==> config.mk <==
export PLATFORM = sky130hd
export DESIGN_NAME = shift_add_multiplier
export DESIGN_NICKNAME = d
export VERILOG_FILES = /design/src/rtl/shift_add_multiplier.sv
export SDC_FILE = /design/constraint.sdc
export NUM_CORES = 1
export LEC_CHECK = 0
export CAP_MARGIN = 40
export CORE_MARGIN = 3
export CORE_UTILIZATION = 30
export CTS_CLUSTER_DIAMETER = 150
export CTS_CLUSTER_SIZE = 8
export DETAILED_ROUTE_END_ITERATION = 12
export PLACE_DENSITY_LB_ADDON = 0.2
export SYNTH_ARGS = -nofsm -noshare
export SYNTH_HDL_FRONTEND = slang
export SYNTH_SLANG_ARGS = --single-unit
==> constraint.sdc <==
create_clock -name clk -period 10.1 [get_ports clk]
set_input_delay 2.02 -clock clk [delete_from_list [all_inputs] [get_ports clk]]
set_output_delay 2.02 -clock clk [all_outputs]
set_load 0.05 [all_outputs]
==> src/rtl/shift_add_multiplier.sv <==
// rtl/shift_add_multiplier.sv - sequential shift-add unsigned w x w -> 2w multiplier on a ripple-carry adder
// Optional early termination when the remaining multiplier bits are zero: define MUL_EARLY_TERM_EN.

module ripple_carry_adder #(
  parameter int w = 8
) (
  input  logic [w-1:0] x,
  input  logic [w-1:0] y,
  input  logic         ci,
  output logic [w-1:0] s
);

  always_comb begin
    logic c;
    c = ci;
    s = '0;
    for (int i = 0; i < w; i++) begin
      s[i] = x[i] ^ y[i] ^ c;
      c    = (x[i] & y[i]) | (c & (x[i] ^ y[i]));
    end
  end

endmodule

module shift_add_multiplier #(
  parameter int w = 8
) (
  input  logic           clk,
  input  logic           rst,
  input  logic           start,
  input  logic [w-1:0]   a,
  input  logic [w-1:0]   b,
  output logic           busy,
  output logic           done,
  output logic [2*w-1:0] product
);

  localparam int CW = $clog2(w + 1);

  typedef enum logic [1:0] {IDLE, RUN, DONE} state_t;

  state_t          state;
  state_t          state_next;
  logic [w-1:0]    m;
  logic [w-1:0]    q;
  logic [w-1:0]    acc;
  logic [CW-1:0]   cnt;
  logic [w:0]      s;
  logic [w:0]      t;
  logic [w-1:0]    acc_step;
  logic [w-1:0]    q_step;
  logic            finish;
  logic [2*w-1:0]  result;

  // Zero-extended operands keep the carry in s[w], since the adder has no carry-out.
  ripple_carry_adder #(.w(w + 1)) u_adder (
    .x  ({1'b0, acc}),
    .y  ({1'b0, m}),
    .ci (1'b0),
    .s  (s)
  );

  always_comb begin
    t        = q[0] ? s : {1'b0, acc};
    acc_step = t[w:1];
    q_step   = {t[0], q[w-1:1]};
`ifdef MUL_EARLY_TERM_EN
    begin
      logic [w-1:0] remaining;
      remaining = (q >> 1) & ~({w{1'b1}} << (cnt - CW'(1)));
      finish    = (cnt == CW'(1)) || (remaining == '0);
      // Apply the skipped shifts in one step so the result matches the full-length path.
      result    = {acc_step, q_step} >> (cnt - CW'(1));
    end
`else
    finish = (cnt == CW'(1));
    result = {acc_step, q_step};
`endif
  end

  always_ff @(posedge clk) begin
    if (rst) begin
      state <= IDLE;
    end else begin
      state <= state_next;
    end
  end

  always_comb begin
    state_next = state;
    busy       = (state != IDLE);
    done       = (state == DONE);
    case (state)
      IDLE:    if (start) state_next = RUN;
      RUN:     if (finish) state_next = DONE;
      DONE:    state_next = IDLE;
      default: state_next = IDLE;
    endcase
  end

  always_ff @(posedge clk) begin
    if (rst) begin
      m       <= '0;
      q       <= '0;
      acc     <= '0;
      cnt     <= '0;
      product <= '0;
    end else begin
      case (state)
        IDLE: begin
          if (start) begin
            m   <= a;
            q   <= b;
            acc <= '0;
            cnt <= CW'(w);
          end
        end
        RUN: begin
          acc <= acc_step;
          q   <= q_step;
          cnt <= cnt - CW'(1);
          if (finish) product <= result;
        end
        default: ;
      endcase
    end
  end

endmodule

==> results of run 1 <==
[synth_stat cells (6+ instances only)]
cell type	number
a22o_1	6
buf_2	12
inv_1	24
nand3_1	10
fa_1	7
o21ai_0	9
nand2_1	17
o221a_2	7
dfxtp_1	46
clkbuf_1	7
nor2_1	18
a21oi_1	40
[metal layers]
metal,track usage [%],vias to the layer above,share of wire [%]
li1,-,925,-
met1,19.9,838,52
met2,19.3,27,44
met3,2.79,4,2.8
met4,3.71,0,0.76
met5,0,-,0
[layout make-up]
cell class,instances,area [um2],area share (%)
clock buffer,7,86.3,3.19
clock inverter,1,5.00,0.185
inverter,24,90.1,3.33
multi-input combinational,160,1090,40.2
sequential,46,921,34.0
tap,96,120,4.44
timing repair buffer,40,394,14.6
[sequential cells by signal, indices dropped and copies added, names as in the netlist]
signal / flops
state: 2
m: 8
acc: 8
q: 8
cnt: 4
product: 16
[cells by family after synthesis]
group	Yosys count
AOI/OAI and AO/OA	84
adders and majority gates	10
and+or+nand+nor	63
buffers and inverters	45
DFF	46
muxes	3
[through the flow]
step / utilization (%) / area [um2] / power [W]
finish: 38.7 / 2710 / 0.000384
global route: 38.7 / 2710 / 0.000406
CTS: 38.7 / 2710 / 0.000389
detailed placement: 37.4 / 2610 / 0.000269
global placement: 37.3 / 2600 / 0.000268
floorplan: - / 2210 / 0.000249
[how the worst max path moves through the flow]
stage | from | end | slack [ns]
detailed placement | start | cnt[2] | 6.02
CTS | state[1] | done | 5.98
finish | state[1] | done | 6.01
global route | state[1] | done | 5.87
global placement | start | cnt[2] | 6.06
floorplan | acc[0] | product[14] | 6.29
[tightest hold or removal path, delay by kind of cell (launching register included)]
kind             cells  cell delay (ns)
flip-flops           1             0.32
AND/OR/NAND/NOR      1             0.05
AO/OA/AOI/OAI        1             0.05
[power by group]
group / internal, W / total, W / switching, W
combinational: 0.0000270 / 0.0000628 / 0.0000358
clock: 0.0000554 / 0.000119 / 0.0000634
sequential: 0.000191 / 0.000202 / 0.0000115
==> metrics.csv, run 1 <==
metric;value;unit
syn_inst;251;
setup_ws;6.01;ns
cpMaxStageDelayCell;clkdlybuf4s50_1;
yosys_most_used_dff;dfxtp_1;
dp_hpwl;3.50;mm
hold_path.class;flop to flop;
ant_nets;0;
grt_overflow;0;
critPathBufInv;1;
status;completed;
area_growth;22.5;%
period_needed;4.09;ns
via_count;1794;
clk-insertion-delay-late;0.30;ns
cts_setup_buffers;0;
whs;0.459;ns
antenna_found_initial;0;
initial_utilization;31.6;%
wire_per_inst;14.1;um
p_leak;0.994;nW
core;0.00698;mm2
nets;306;
holdPathStages;2;
numClockSinks;46;
final_hold_viol_count;0;
r2r-start;acc[0];
grt_first_pass_wirelength;9.10;mm
dpl_worst_slack;6.02;ns
fp.dieH;91.8;um
synth_top_family_by_area;compound AO/OA/AOI/OAI gates;
grt_max_degree;38;
reg2reg_depth;13;
yosys.area.top_type;dfxtp_1;
cts_tree;yes;
critical_path.top_delay_family;buffers and inverters;
grt_pass1_vias;1749;
num_antenna_cells;0;
crit_arrival;2.07;ns
ctsResizeCount;0;
setup_violations;0;
min_from;m[2];
cp.depth;2;
root_buffer;clkbuf_8;
dieArea;0.00843;mm2
die_x;91.8;um
synth_cell_types;40;
gp_congestion;0.765;
r2r_end;product[14];
tightest_slew;0.796;ns
powerDensity;142;mW/mm2
syn_nets;280;
ys_top_cells_by_area;dfxtp_1, a21oi_1, fa_1, inv_1, o221a_2;
fin_setup_tns;0;ns
worst_ir_drop_vdd;0.0602;mV
numCtsBuffers;5;
viasPerCell;4.80;
min_to;m[2];
path_class;flop to output pin;
yosysWarnings;0;
ios;37;
worstSetupEndpointType;output pin;
final_cell_mix;dfxtp_1, a21oi_1, clkdlybuf4s50_1, inv_1, nor2_1;
period_share;40.5;%
drv_cap;0;
synthArstFlopShare;0;%
grt_setup_unrepaired;no;
slew_violations;0;
placed_cells_incl_taps;366;
muxShareOfSynthArea;1.42;%
drtIter0Drc;130;
clk_path_buf_depth;2;
clk_pin_slew;0.09;ns
htree_levels;2;
hold_buffers;0;
worstSetupStartpointType;flop;
clock_skew;0.00571;ns
required;8.08;ns
drc;0;
max_freq;245;MHz
drt_pass1_iterations;4;
ys_seq_area_share;41.7;%
finalNonFillerCells;374;
worstPathMaxFanout;20;
synth.avg_cell_area;8.80;um2
synth_fa_ha_area_share;8.05;%
drive_gt1_share;8.99;%
synth_compound_area_share;25.9;%
reg2reg_slack;6.12;ns
grt_usage;13.4;%
synth_top_cell_area_share;41.7;%
fillers;735;
port_buffers;36;
yosys.area_share.simple;13.9;%
synthXorXnorAreaFrac;0;%
ys_ff_latch;46;
rows;30;
synth_edf_count;0;
slew_headroom;46.8;%
final_common_cell;dfxtp_1;
wirelength;5.27;mm
crit_chain;nor2b_1 > clkdlybuf4s50_1;
cpPeakStageDelay;0.81;ns
syn-cell-area;0.00221;mm2
Note: power is estimated with default switching activity, not from simulation.
==> run 2, diff against run 1 <==
- clock period: 10.1 -> 4.1 ns (I/O delays scaled with it)
==> run 2 against run 1 <==
Net effect: critical path depth rose by 11; sequential cell count did not move; combinational power rose by 150%; highest routed layer unchanged.
==> metrics.csv, run 2 (synthesis gave the netlist of run 1 again) <==
metric;value;unit
status;completed;
internal-power;0.000672;W
root_buffer;clkbuf_8;
grt_overflow;0;
use_met2;20.7;%
ant_nets;0;
path_common_cell;fa_1;
via_count;1839;
hold_path.class;flop to flop;
clk-insertion-delay-late;0.30;ns
slew_headroom;46.3;%
worstSetupEndpointType;flop;
num_antenna_cells;0;
crit_arrival;4.11;ns
slew_violations;0;
worstPathMaxFanout;2;
grt_setup_unrepaired;no;
clkPwrFrac;31.3;%
p_seq_share;52.4;%
dpl_cell_area;0.00262;mm2
cts_setup_buffers;0;
p_leak;0.996;nW
clk_path_buf_depth;2;
drv_cap;0;
grt_pass1_vias;1757;
fillers;746;
grt_max_degree;29;
setup_ws;0.184;ns
gr-usage-met1;17.7;%
worstSetupStartpointType;flop;
htree_levels;2;
core;0.00698;mm2
final_common_cell;dfxtp_1;
max_freq;255;MHz
drc;0;
clk_pin_slew;0.09;ns
tightest_slew;0.802;ns
stdcell_area;0.00271;mm2
multi_input_area;0.00110;mm2
final_hold_viol_count;0;
largest_register_ffs;16;
path_class;flop to flop;
final_cell_mix;dfxtp_1, a21oi_1, clkdlybuf4s50_1, inv_1, nor2_1;
powerDensity;350;mW/mm2
busiest_layer;met2;
drt_pass1_iterations;4;
gp_congestion;0.817;
antenna_found_initial;0;
drtIter0Drc;110;
register_area;922;um2
numCtsBuffers;5;
fp.dieH;91.8;um
period_needed;3.92;ns
dieArea;0.00843;mm2
die_x;91.8;um
rows;30;
whs;0.459;ns
critical_path.top_delay_family;adder cells;
worst_ir_drop_vdd;0.111;mV
port_buffers;36;
critPathBufInv;2;
drive_gt1_share;10.4;%
ios;37;
numClockSinks;46;
dpl_worst_slack;0.120;ns
grt_usage;13.1;%
clock_skew;0.00700;ns
swShare;29.3;%
cts_tree;yes;
cpPeakStageDelay;0.40;ns
p_sw;0.000279;W
cpMaxStageDelayCell;fa_1;
setup_violations;0;
dp_hpwl;3.69;mm
nets;306;
initial_utilization;31.6;%
power_frac_comb;16.3;%
viasPerCell;4.92;
met3_usage;2.54;%
grt_first_pass_wirelength;8.92;mm
period_share;95.5;%
crit_chain;ha_1 > inv_1 > fa_1 > fa_1 > fa_1 > fa_1 > fa_2 > fa_1 > inv_1 > fa_1 > mux2_2 > nor3_1 > nor3_1;
wire_per_inst;14.3;um
wirelength;5.33;mm
required;4.29;ns
reg2reg_slack;0.18;ns
top_register;product;
fin_setup_tns;0;ns
area_growth;22.9;%
run 2: changes by cell type in the layout (fill, tap and decap cells not counted), sizes merged:
cell	before	now
clkbuf	7	6
clkinvlp	0	1
run 2: power by group through the flow:
stage | sequential, W | combinational, W | clock, W
global route | 0.000503 | 0.000175 | 0.000324
detailed placement | 0.000508 | 0.000157 | 0
finish | 0.000498 | 0.000155 | 0.000297
global placement | 0.000508 | 0.000155 | 0
floorplan | 0.000499 | 0.000113 | 0
CTS | 0.000498 | 0.000157 | 0.000307
run 2: area by class of cell:
cell class	instances	share of cell area (%)
multi-input cells	160	40.4
clock buffers	6	3.04
well taps	96	4.43
flip-flops and latches	46	34.0
inverters	24	3.32
repair buffers	40	14.4
clock inverters	2	0.461
run 2: metal layers:
layer,vias to the layer above,wire length (um)
li1,919,-
met1,877,2610
met2,38,2410
met3,5,243
met4,0,70
met5,-,0
run 2: path summary, 6_finish.rpt:
kind,start,endpoint,cells after the start
worst max-delay path,m[0],product[14],13
worst min-delay path,m[3],m[3],2
worst max register to register,m[0],product[14],13
worst min register to register,m[3],m[3],2
run 2: worst reg2reg max path, stage by stage (launching register included):
cell and delay (ns):
dfxtp_1 0.34, ha_1 0.14, inv_1 0.05, fa_1 0.39
fa_1 0.40, fa_1 0.39, fa_1 0.39, fa_2 0.35
fa_1 0.36, inv_1 0.07, fa_1 0.40, mux2_2 0.29
nor3_1 0.17, nor3_1 0.06
run 2: per-stage QoR:
step	std cells	total power [W]	utilization [%]
2_1_floorplan	251	0.000612	-
3_3_place_gp	366	0.000663	37.5
3_5_place_dp	366	0.000665	37.5
4_1_cts	374	0.000963	38.8
5_1_grt	374	0.00100	38.9
6_report	374	0.000950	38.9
run 2: repair_timing:
| item | in CTS | in global routing |
|---|---|---|
| resized for setup | 0 | 2 |
| endpoints found under the setup margin | 0 | 1 |
| hold buffers | 0 | 0 |
